<file path="config.mk">
export PLATFORM = sky130hd
export DESIGN_NAME = unpool_sequencer_flat
export DESIGN_NICKNAME = d
export VERILOG_FILES = /design/src/rtl/unpool_sequencer_if.sv /design/src/rtl/unpool_sequencer.sv /design/src/flat_wrapper.sv
export SDC_FILE = /design/constraint.sdc
export NUM_CORES = 1
export LEC_CHECK = 0
export CAP_MARGIN = 20
export CORE_MARGIN = 1.5
export CORE_UTILIZATION = 44
export DETAILED_ROUTE_END_ITERATION = 12
export HOLD_SLACK_MARGIN = 0.12
export PLACE_DENSITY = 0.73
export SETUP_SLACK_MARGIN = 0.3
export SYNTH_ARGS = -nofsm -noshare
export SYNTH_HDL_FRONTEND = slang
export SYNTH_SLANG_ARGS = --single-unit
</file>
<file path="constraint.sdc">
create_clock -name clock -period 1.83 [get_ports clock]
set_clock_uncertainty 0.15 [all_clocks]
set_input_delay 0.183 -clock clock [delete_from_list [all_inputs] [get_ports clock]]
set_output_delay 0.183 -clock clock [all_outputs]
set_load 0.01 [all_outputs]
</file>
<file path="src/rtl/unpool_sequencer_if.sv">
// Handshake and control bundle between the unpooling sequencer and its consumer.
// The sequencer drives the coordinate and control lines. The consumer drives start and out_ready.
interface unpool_sequencer_if #(
  parameter int H_BITW = 10,
  parameter int V_BITW = 9
);
  logic              start;
  logic              out_ready;
  logic              busy;
  logic              out_enable;
  logic [V_BITW-1:0] out_vcnt;
  logic [H_BITW-1:0] out_hcnt;
  logic [1:0]        quad;
  logic              fetch;
  logic              replay;
  logic [H_BITW-1:0] buf_addr;
  logic              done;

  modport master (
    input  start, out_ready,
    output busy, out_enable, out_vcnt, out_hcnt, quad, fetch, replay, buf_addr, done
  );

  modport slave (
    output start, out_ready,
    input  busy, out_enable, out_vcnt, out_hcnt, quad, fetch, replay, buf_addr, done
  );
endinterface

</file>
<file path="src/rtl/unpool_sequencer.sv">
// Raster sequencer for nearest-neighbour unpooling. It walks the output frame one pixel per transfer.
// It also flags when a coarse pixel is fetched from upstream or replayed from the line buffer.
module unpool_sequencer #(
  parameter int WIDTH   = 640,
  parameter int HEIGHT  = 480,
  parameter int LEVEL   = 0,
  parameter int H_BLANK = 2,
  parameter int H_BITW  = $clog2(WIDTH),
  parameter int V_BITW  = $clog2(HEIGHT)
) (
  input logic                clock,
  input logic                rst,
  unpool_sequencer_if.master bus
);

  localparam int B_BITW = (H_BLANK > 1) ? $clog2(H_BLANK) : 1;

  localparam logic [1:0] ST_IDLE   = 2'd0;
  localparam logic [1:0] ST_ACTIVE = 2'd1;
  localparam logic [1:0] ST_HBLANK = 2'd2;
  localparam logic [1:0] ST_DONE   = 2'd3;

  localparam logic [H_BITW-1:0] H_LAST = H_BITW'(WIDTH - 1);
  localparam logic [V_BITW-1:0] V_LAST = V_BITW'(HEIGHT - 1);
  localparam logic [B_BITW-1:0] B_LAST = B_BITW'(H_BLANK - 1);

  logic [1:0]        state_r, state_s;
  logic [H_BITW-1:0] hcnt_r, hcnt_s;
  logic [V_BITW-1:0] vcnt_r, vcnt_s;
  logic [B_BITW-1:0] blank_r, blank_s;
  logic              en_r, en_s;
  logic              busy_r, busy_s;
  logic              done_r, done_s;
  logic              fetch_r, fetch_s;
  logic              replay_r, replay_s;

  // Next-state, counter and output decode; holding every value is the stall behaviour.
  always_comb begin
    state_s = state_r;
    hcnt_s  = hcnt_r;
    vcnt_s  = vcnt_r;
    blank_s = blank_r;
    en_s    = en_r;
    busy_s  = busy_r;
    done_s  = 1'b0;
    case (state_r)
      ST_IDLE: begin
        if (bus.start) begin
          state_s = ST_ACTIVE;
          hcnt_s  = '0;
          vcnt_s  = '0;
          en_s    = 1'b1;
          busy_s  = 1'b1;
        end else begin
          en_s    = 1'b0;
          busy_s  = 1'b0;
        end
      end
      ST_ACTIVE: begin
        if (en_r && bus.out_ready) begin
          if (hcnt_r == H_LAST) begin
            hcnt_s = '0;
            en_s   = 1'b0;
            if (vcnt_r == V_LAST) begin
              state_s = ST_DONE;
              vcnt_s  = '0;
              done_s  = 1'b1;
            end else begin
              state_s = ST_HBLANK;
              vcnt_s  = vcnt_r + V_BITW'(1);
              blank_s = B_LAST;
            end
          end else begin
            hcnt_s = hcnt_r + H_BITW'(1);
          end
        end else begin
          state_s = ST_ACTIVE;
        end
      end
      ST_HBLANK: begin
        if (blank_r == '0) begin
          state_s = ST_ACTIVE;
          en_s    = 1'b1;
        end else begin
          blank_s = blank_r - B_BITW'(1);
        end
      end
      ST_DONE: begin
        state_s = ST_IDLE;
        en_s    = 1'b0;
        busy_s  = 1'b0;
      end
      default: begin
        state_s = ST_IDLE;
        hcnt_s  = '0;
        vcnt_s  = '0;
        blank_s = '0;
        en_s    = 1'b0;
        busy_s  = 1'b0;
      end
    endcase
    // An access happens on the first output pixel of each coarse pixel. Line 0 of the block fetches, and later lines replay.
    fetch_s  = en_s && (hcnt_s[LEVEL:0] == '0) && (vcnt_s[LEVEL:0] == '0);
    replay_s = en_s && (hcnt_s[LEVEL:0] == '0) && (vcnt_s[LEVEL:0] != '0);
  end

  // State and registered outputs, cleared asynchronously on reset.
  always_ff @(posedge clock or posedge rst) begin
    if (rst) begin
      state_r  <= ST_IDLE;
      hcnt_r   <= '0;
      vcnt_r   <= '0;
      blank_r  <= '0;
      en_r     <= 1'b0;
      busy_r   <= 1'b0;
      done_r   <= 1'b0;
      fetch_r  <= 1'b0;
      replay_r <= 1'b0;
    end else begin
      state_r  <= state_s;
      hcnt_r   <= hcnt_s;
      vcnt_r   <= vcnt_s;
      blank_r  <= blank_s;
      en_r     <= en_s;
      busy_r   <= busy_s;
      done_r   <= done_s;
      fetch_r  <= fetch_s;
      replay_r <= replay_s;
    end
  end

  assign bus.busy       = busy_r;
  assign bus.out_enable = en_r;
  assign bus.out_vcnt   = vcnt_r;
  assign bus.out_hcnt   = hcnt_r;
  assign bus.quad       = {vcnt_r[LEVEL], hcnt_r[LEVEL]};
  assign bus.fetch      = fetch_r;
  assign bus.replay     = replay_r;
  assign bus.buf_addr   = hcnt_r >> (LEVEL + 1);
  assign bus.done       = done_r;

endmodule

</file>
<file path="src/flat_wrapper.sv">
// flat-port wrapper written by rule: the top's interface ports become plain ports
module unpool_sequencer_flat 
#(
  parameter int WIDTH   = 640,
  parameter int HEIGHT  = 480,
  parameter int LEVEL   = 0,
  parameter int H_BLANK = 2,
  parameter int H_BITW  = $clog2(WIDTH),
  parameter int V_BITW  = $clog2(HEIGHT)
)
  (clock, rst, bus_start, bus_out_ready, bus_busy, bus_out_enable, bus_out_vcnt, bus_out_hcnt, bus_quad, bus_fetch, bus_replay, bus_buf_addr, bus_done);
  unpool_sequencer_if #(.H_BITW(H_BITW), .V_BITW(V_BITW)) bus_i ();
  input logic clock;
  input logic rst;
  input wire logic [$bits(bus_i.start)-1:0] bus_start;
  input wire logic [$bits(bus_i.out_ready)-1:0] bus_out_ready;
  output wire logic [$bits(bus_i.busy)-1:0] bus_busy;
  output wire logic [$bits(bus_i.out_enable)-1:0] bus_out_enable;
  output wire logic [$bits(bus_i.out_vcnt)-1:0] bus_out_vcnt;
  output wire logic [$bits(bus_i.out_hcnt)-1:0] bus_out_hcnt;
  output wire logic [$bits(bus_i.quad)-1:0] bus_quad;
  output wire logic [$bits(bus_i.fetch)-1:0] bus_fetch;
  output wire logic [$bits(bus_i.replay)-1:0] bus_replay;
  output wire logic [$bits(bus_i.buf_addr)-1:0] bus_buf_addr;
  output wire logic [$bits(bus_i.done)-1:0] bus_done;
  assign bus_i.start = bus_start;
  assign bus_i.out_ready = bus_out_ready;
  assign bus_busy = bus_i.busy;
  assign bus_out_enable = bus_i.out_enable;
  assign bus_out_vcnt = bus_i.out_vcnt;
  assign bus_out_hcnt = bus_i.out_hcnt;
  assign bus_quad = bus_i.quad;
  assign bus_fetch = bus_i.fetch;
  assign bus_replay = bus_i.replay;
  assign bus_buf_addr = bus_i.buf_addr;
  assign bus_done = bus_i.done;
  unpool_sequencer #(.WIDTH(WIDTH), .HEIGHT(HEIGHT), .LEVEL(LEVEL), .H_BLANK(H_BLANK), .H_BITW(H_BITW), .V_BITW(V_BITW)) u_core (.clock(clock), .rst(rst), .bus(bus_i));
endmodule
</file>
Yosys cells after proc, flatten, opt, wreduce, memory -nomap -nowiden
Cells that the tools add are included.
{ "op_classes": {"add_sub_neg": 3, "n_eq_ne": 11, "mux": 30, "n_bitwise": 2, "n_reduce_logical": 12} }
{ "op_table": {"columns": ["operator", "n"], "rows": [
  ["$mux W9", 4],
  ["$mux W10", 3],
  ["$pmux W10 S2", 1],
  ["$pmux W9 S2", 1],
  ["$mux W1", 13],
  ["$add A10 B1 Y10 const B", 1],
  ["$eq A10 B10 Y1 const B", 1],
  ["$add A9 B1 Y9 const B", 1],
  ["$eq A9 B9 Y1 const B", 1],
  ["$mux W2", 4],
  ["$pmux W2 S4", 1],
  ["$reduce_and A4 Y1", 2],
  ["$ne A2 B2 Y1 const B", 3],
  ["$reduce_and A3 Y1", 2],
  ["$reduce_bool A2 Y1", 3],
  ["$eq A2 B2 Y1 const B", 2],
  ["$logic_and A1 B1 Y1", 4],
  ["$ne A2 B1 Y1 const B", 2],
  ["$pmux W1 S2", 2],
  ["$pmux W1 S4", 1],
  ["$ne A3 B3 Y1 const B", 1],
  ["$eq A2 B1 Y1 const B", 1],
  ["$logic_not A2 Y1", 1],
  ["$not A1 Y1", 2],
  ["$sub A1 B1 Y1 const B", 1]
]} }
{ "word_totals": {"regBits": 27, "in_bits": 4, "out_inout_bits": 36} }

Longest topological paths before layout
{ "logic_depth": {"word_depth": 7, "depth_mapped": 9, "depth_no_buf": 7} }

Least setup slack after synthesis
Ideal clock, no wire load.
{ "synth_path": {"path_kind": "register -> register", "startpoint": "register u_core.hcnt_r[0] (netlist: u_core.bus.out_hcnt[0])", "endpoint": "register u_core.vcnt_r[3] (netlist: u_core.bus.out_vcnt[3])", "arrival_ps": 1813, "required_ps": 1555, "setup_slack_ps": -257, "path_stages_with_launch": 9, "path_buffers": 2, "path_cell_list": "dfrtp_1 -> ha_1 -> and3_1 -> buf_2 -> a31oi_4 -> nand2b_1 -> buf_2 -> a21o_1 -> mux2_2"} }
{ "synth_via": {"elab_chain_cells": 3} }
{ "synth_lines": {"columns": ["item", "line_no", "source"], "rows": [
  ["from (decl)", "unpool_sequencer.sv:28", "logic [H_BITW-1:0] hcnt_r, hcnt_s;"],
  ["from (signal assigned)", "unpool_sequencer.sv:121", "hcnt_r <= hcnt_s;"],
  ["$eq A10 B10 Y1", "unpool_sequencer.sv:61", "if (hcnt_r == H_LAST) begin"],
  ["$ne A2 B1 Y1 (no line)", null, null],
  ["$reduce_and A4 Y1 (no line)", null, null],
  ["to (signal assigned)", "unpool_sequencer.sv:122", "vcnt_r <= vcnt_s;"],
  ["to (decl)", "unpool_sequencer.sv:29", "logic [V_BITW-1:0] vcnt_r, vcnt_s;"]
]} }
No other way between the ends.
A chain may end at the register's enable or synchronous reset.

Worst setup path after layout
{ "layout_path": {"startpoint": "register u_core.state_r[0]", "endpoint": "register u_core.vcnt_r[3] (netlist: u_core.bus.out_vcnt[3])"} }
{ "layout_via": {"elab_chain_cells": 3, "word_cells_on_any_way": 8, "classes_between": "4 x eq/ne; 1 x mux; 3 x reduce/logical"} }
{ "layout_lines": {"columns": ["item", "line_no", "source"], "rows": [
  ["from (decl)", "unpool_sequencer.sv:27", "logic [1:0] state_r, state_s;"],
  ["from (signal assigned)", "unpool_sequencer.sv:120", "state_r <= state_s;"],
  ["$eq A2 B1 Y1 / $logic_not A2 Y1 (equally long branches)", "unpool_sequencer.sv:46", "case (state_r)"],
  ["$ne A2 B1 Y1 (no line) (tied with other cells)", null, null],
  ["$reduce_and A4 Y1 (no line)", null, null]
]} }
Parallel ways exist; a longest one is shown, timed or not.

==> metrics.txt <==
dpl hpwl=3160 µm; critical path endpoint category=flip-flop; part of the cycle the worst path needs=111%; critical path's top delay family=compound AO/OA/AOI/OAI gates; Reg2Reg Depth=8; vias=1817; Inserted Diodes=0; Synth Instances=177; Initial Util=47.1%; Net Count, Synth=187; RePlAce Congestion=0.893; Place WS=-0.207 ns; met1 WL=2390 µm; # IOs=40; final worst slack=-0.209 ns; Met2 Routed Length=3080 µm; Congestion Overflow GR=0; worst vdd ir=0.000846 V; post-synthesis sequential element count=27; share of layout cells above drive strength 1=49.3%; P&R area growth vs syn=80.4%; clock slew at reported path FFs=0.10 ns; r2r setup slk=-0.21 ns; crit path kind=reg2reg; P_leak=0.00150 µW; CP max stage cell=dfrtp_1; FFs w/ async S/R, synth=100%; post-detailed-route count of antenna-violating nets=0; first-pass GRT wire length=8860 µm; total of max-cap violations=0; die height=63.7 µm; pin count of the biggest net entering global routing=28; cell count after placement=286; Synth Flop Type=dfrtp_1; Fill cells=168; startpoint types=flip-flop; Total Die Area=4060 µm²; CTS Sinks=27; row count=21; CP peak stage delay=0.42 ns; library cells used by synthesis=44; buffer and inverter count on the worst path=3; root buf cell=clkbuf_8; CTS tree=yes; final hold violation count=0; gr usage total=28.2%; Reg area=679 µm²; DR pass1 iterations=4; WP data arrival=2.06 ns; outcome=complete, but fails checks; violated checks=setup timing; number of synthesized flops with an enable pin=0; Top cell by count, worst path=buf_6; metal3 WL=359 µm; DR top layer=met4; vias per inst=5.68; Max Fclk=490 MHz; Cell Pwr Density=990 nW/µm²; initial antenna violation count=0; Hold WS=0.128 ns; reg-to-reg startpoint=u_core.state_r[0]$_DFFE_PP0P_; min Tclk post-route=2.04 ns; max-slew violation count=0; clk_lat worst skew=0.27 ns; Finished Layout Cells=320; Post-Syn Area=1620 µm²; vias in the first global route=1817; post-DR wirelength/cell=18.8 µm; initial DRC count=172; multi-input logic area=1130 µm²; clk buf depth=2; Crit Reg-Reg Endpoint=u_core.bus.out_vcnt[3]$_DFFE_PP0P_; IO buf count=38; Core Util, Final=85.1%; TritonCTS Buffers=3; yosys synthesis warning count=0; Tot Pwr=2900 µW; cell breakdown of the critical path=buf_6 -> ha_4 -> buf_6 -> buf_6 -> a21oi_4 -> nand2b_4 -> a21o_1 -> mux2_2; width of the die=63.7 µm; Seq/Total Area, Yosys=41.6%; RSZ-0062 raised after global routing=true; Setup violations, final=23; Residual DRC=0; CTS H-tree depth=1; min-delay worst type=in2async; drt total wl=6010 µm; WP data required=1.85 ns; crit-path max FO=4; syn avg cell area=9.17 µm²; Final nets=285; core region area=3440 µm²
[routing by layer]
metal / GRT usage [%] / vias up
met4: 8.97 / 0
met2: 51.7 / 98
met1: 34.8 / 901
li1: - / 797
met3: 2.82 / 21
met5: 0 / -
[worst max path at each step]
stage | start | to | slack (ns) | cells past startpoint
after floorplan | u_core.state_r[1]$_DFFE_PP0P_ | u_core.bus.fetch$_DFF_PP0_ | -0.17 | 8
after global placement | u_core.state_r[0]$_DFFE_PP0P_ | u_core.bus.fetch$_DFF_PP0_ | -0.16 | 7
after detailed placement | u_core.state_r[0]$_DFFE_PP0P_ | u_core.bus.fetch$_DFF_PP0_ | -0.21 | 7
after CTS | u_core.state_r[0]$_DFFE_PP0P_ | u_core.bus.fetch$_DFF_PP0_ | -0.14 | 7
after global routing | u_core.state_r[0]$_DFFE_PP0P_ | u_core.bus.out_hcnt[9]$_DFFE_PP0P_ | -0.28 | 9
final | u_core.state_r[0]$_DFFE_PP0P_ | u_core.bus.out_vcnt[3]$_DFFE_PP0P_ | -0.21 | 8
[repair_timing]
| item | CTS | global route |
|---|---|---|
| setup endpoints to repair | 57 | 30 |
| pin swaps | 17 | 28 |
| resized for setup | 82 | 35 |
| hold buffers | 0 | 0 |
| setup buffers | 24 | 6 |
[cell usage in the layout (no fill, tap or decap), drive strengths merged, types with 5 or more instances in the layout]
cell / synthesis / layout
buf: 18 / 73
dlygate4sd2: 0 / 29
dfrtp: 27 / 27
nor2: 22 / 22
nand2: 15 / 15
o21ai: 15 / 15
inv: 9 / 9
nand3: 8 / 8
clkdlybuf4s50: 0 / 6
ha: 6 / 6
a21oi: 5 / 5
[worst reg2reg max path, cell delays in order (launching register included)]
cell and delay (ns):
dfrtp_1 0.42, buf_6 0.14, ha_4 0.17, buf_6 0.13, buf_6 0.12, a21oi_4 0.27, nand2b_4 0.11, a21o_1 0.17
mux2_2 0.26
[cells in the mapped netlist (3+ instances only)]
cell type	number	share of area [%]
a21o_1	3	1.4
a21oi_1	4	1.2
and3_1	4	1.5
buf_2	4	1.2
buf_4	13	6.0
dfrtp_1	27	42
ha_1	6	4.6
inv_1	9	2.1
nand2_1	15	3.5
nand3_1	8	2.5
nand4_1	3	1.2
nor2_1	21	4.9
nor3b_1	3	1.4
o21ai_0	15	4.6
o31ai_1	4	1.9
xnor2_1	3	1.6
xor2_1	3	1.6
[metrics by stage]
stage,instance area (µm²),setup TNS [ns]
after CTS,2750,-0.933
after detailed placement,2330,-2.37
after global routing,2930,-3.81
after floorplan,1720,-0.718
final,2930,-2.38
after global placement,2330,-1.29
[power by group]
group,total [µW],switching (µW),internal [µW]
sequential,705,48.1,657
clock,353,197,156
combinational,1840,919,923
[final cells by class]
type,count,area share [%]
multi-input cells,123,38.7
repair buffers,111,33.5
flip-flops and latches,27,23.2
well taps,46,1.97
clock buffers,4,1.54
inverters,9,1.15
[sequential cells by signal, summed over array words and instances, names as in the netlist]
name / cells
u_core.bus.out_vcnt: 9
u_core.bus.done: 1
u_core.bus.busy: 1
u_core.bus.fetch: 1
u_core.bus.out_hcnt: 10
u_core.state_r: 2
u_core.bus.replay: 1
u_core.blank_r: 1
u_core.bus.out_enable: 1
[kinds of logic after synthesis]
logic type	synth area share, %
fa+ha+maj	4.63
simple gates	23.1
flops	41.6
xor+xnor	3.24
mux	2.24
compound gates	14.9
other cells	0.231
buf+inv	10.0
Power figures use the tool's default switching activity.
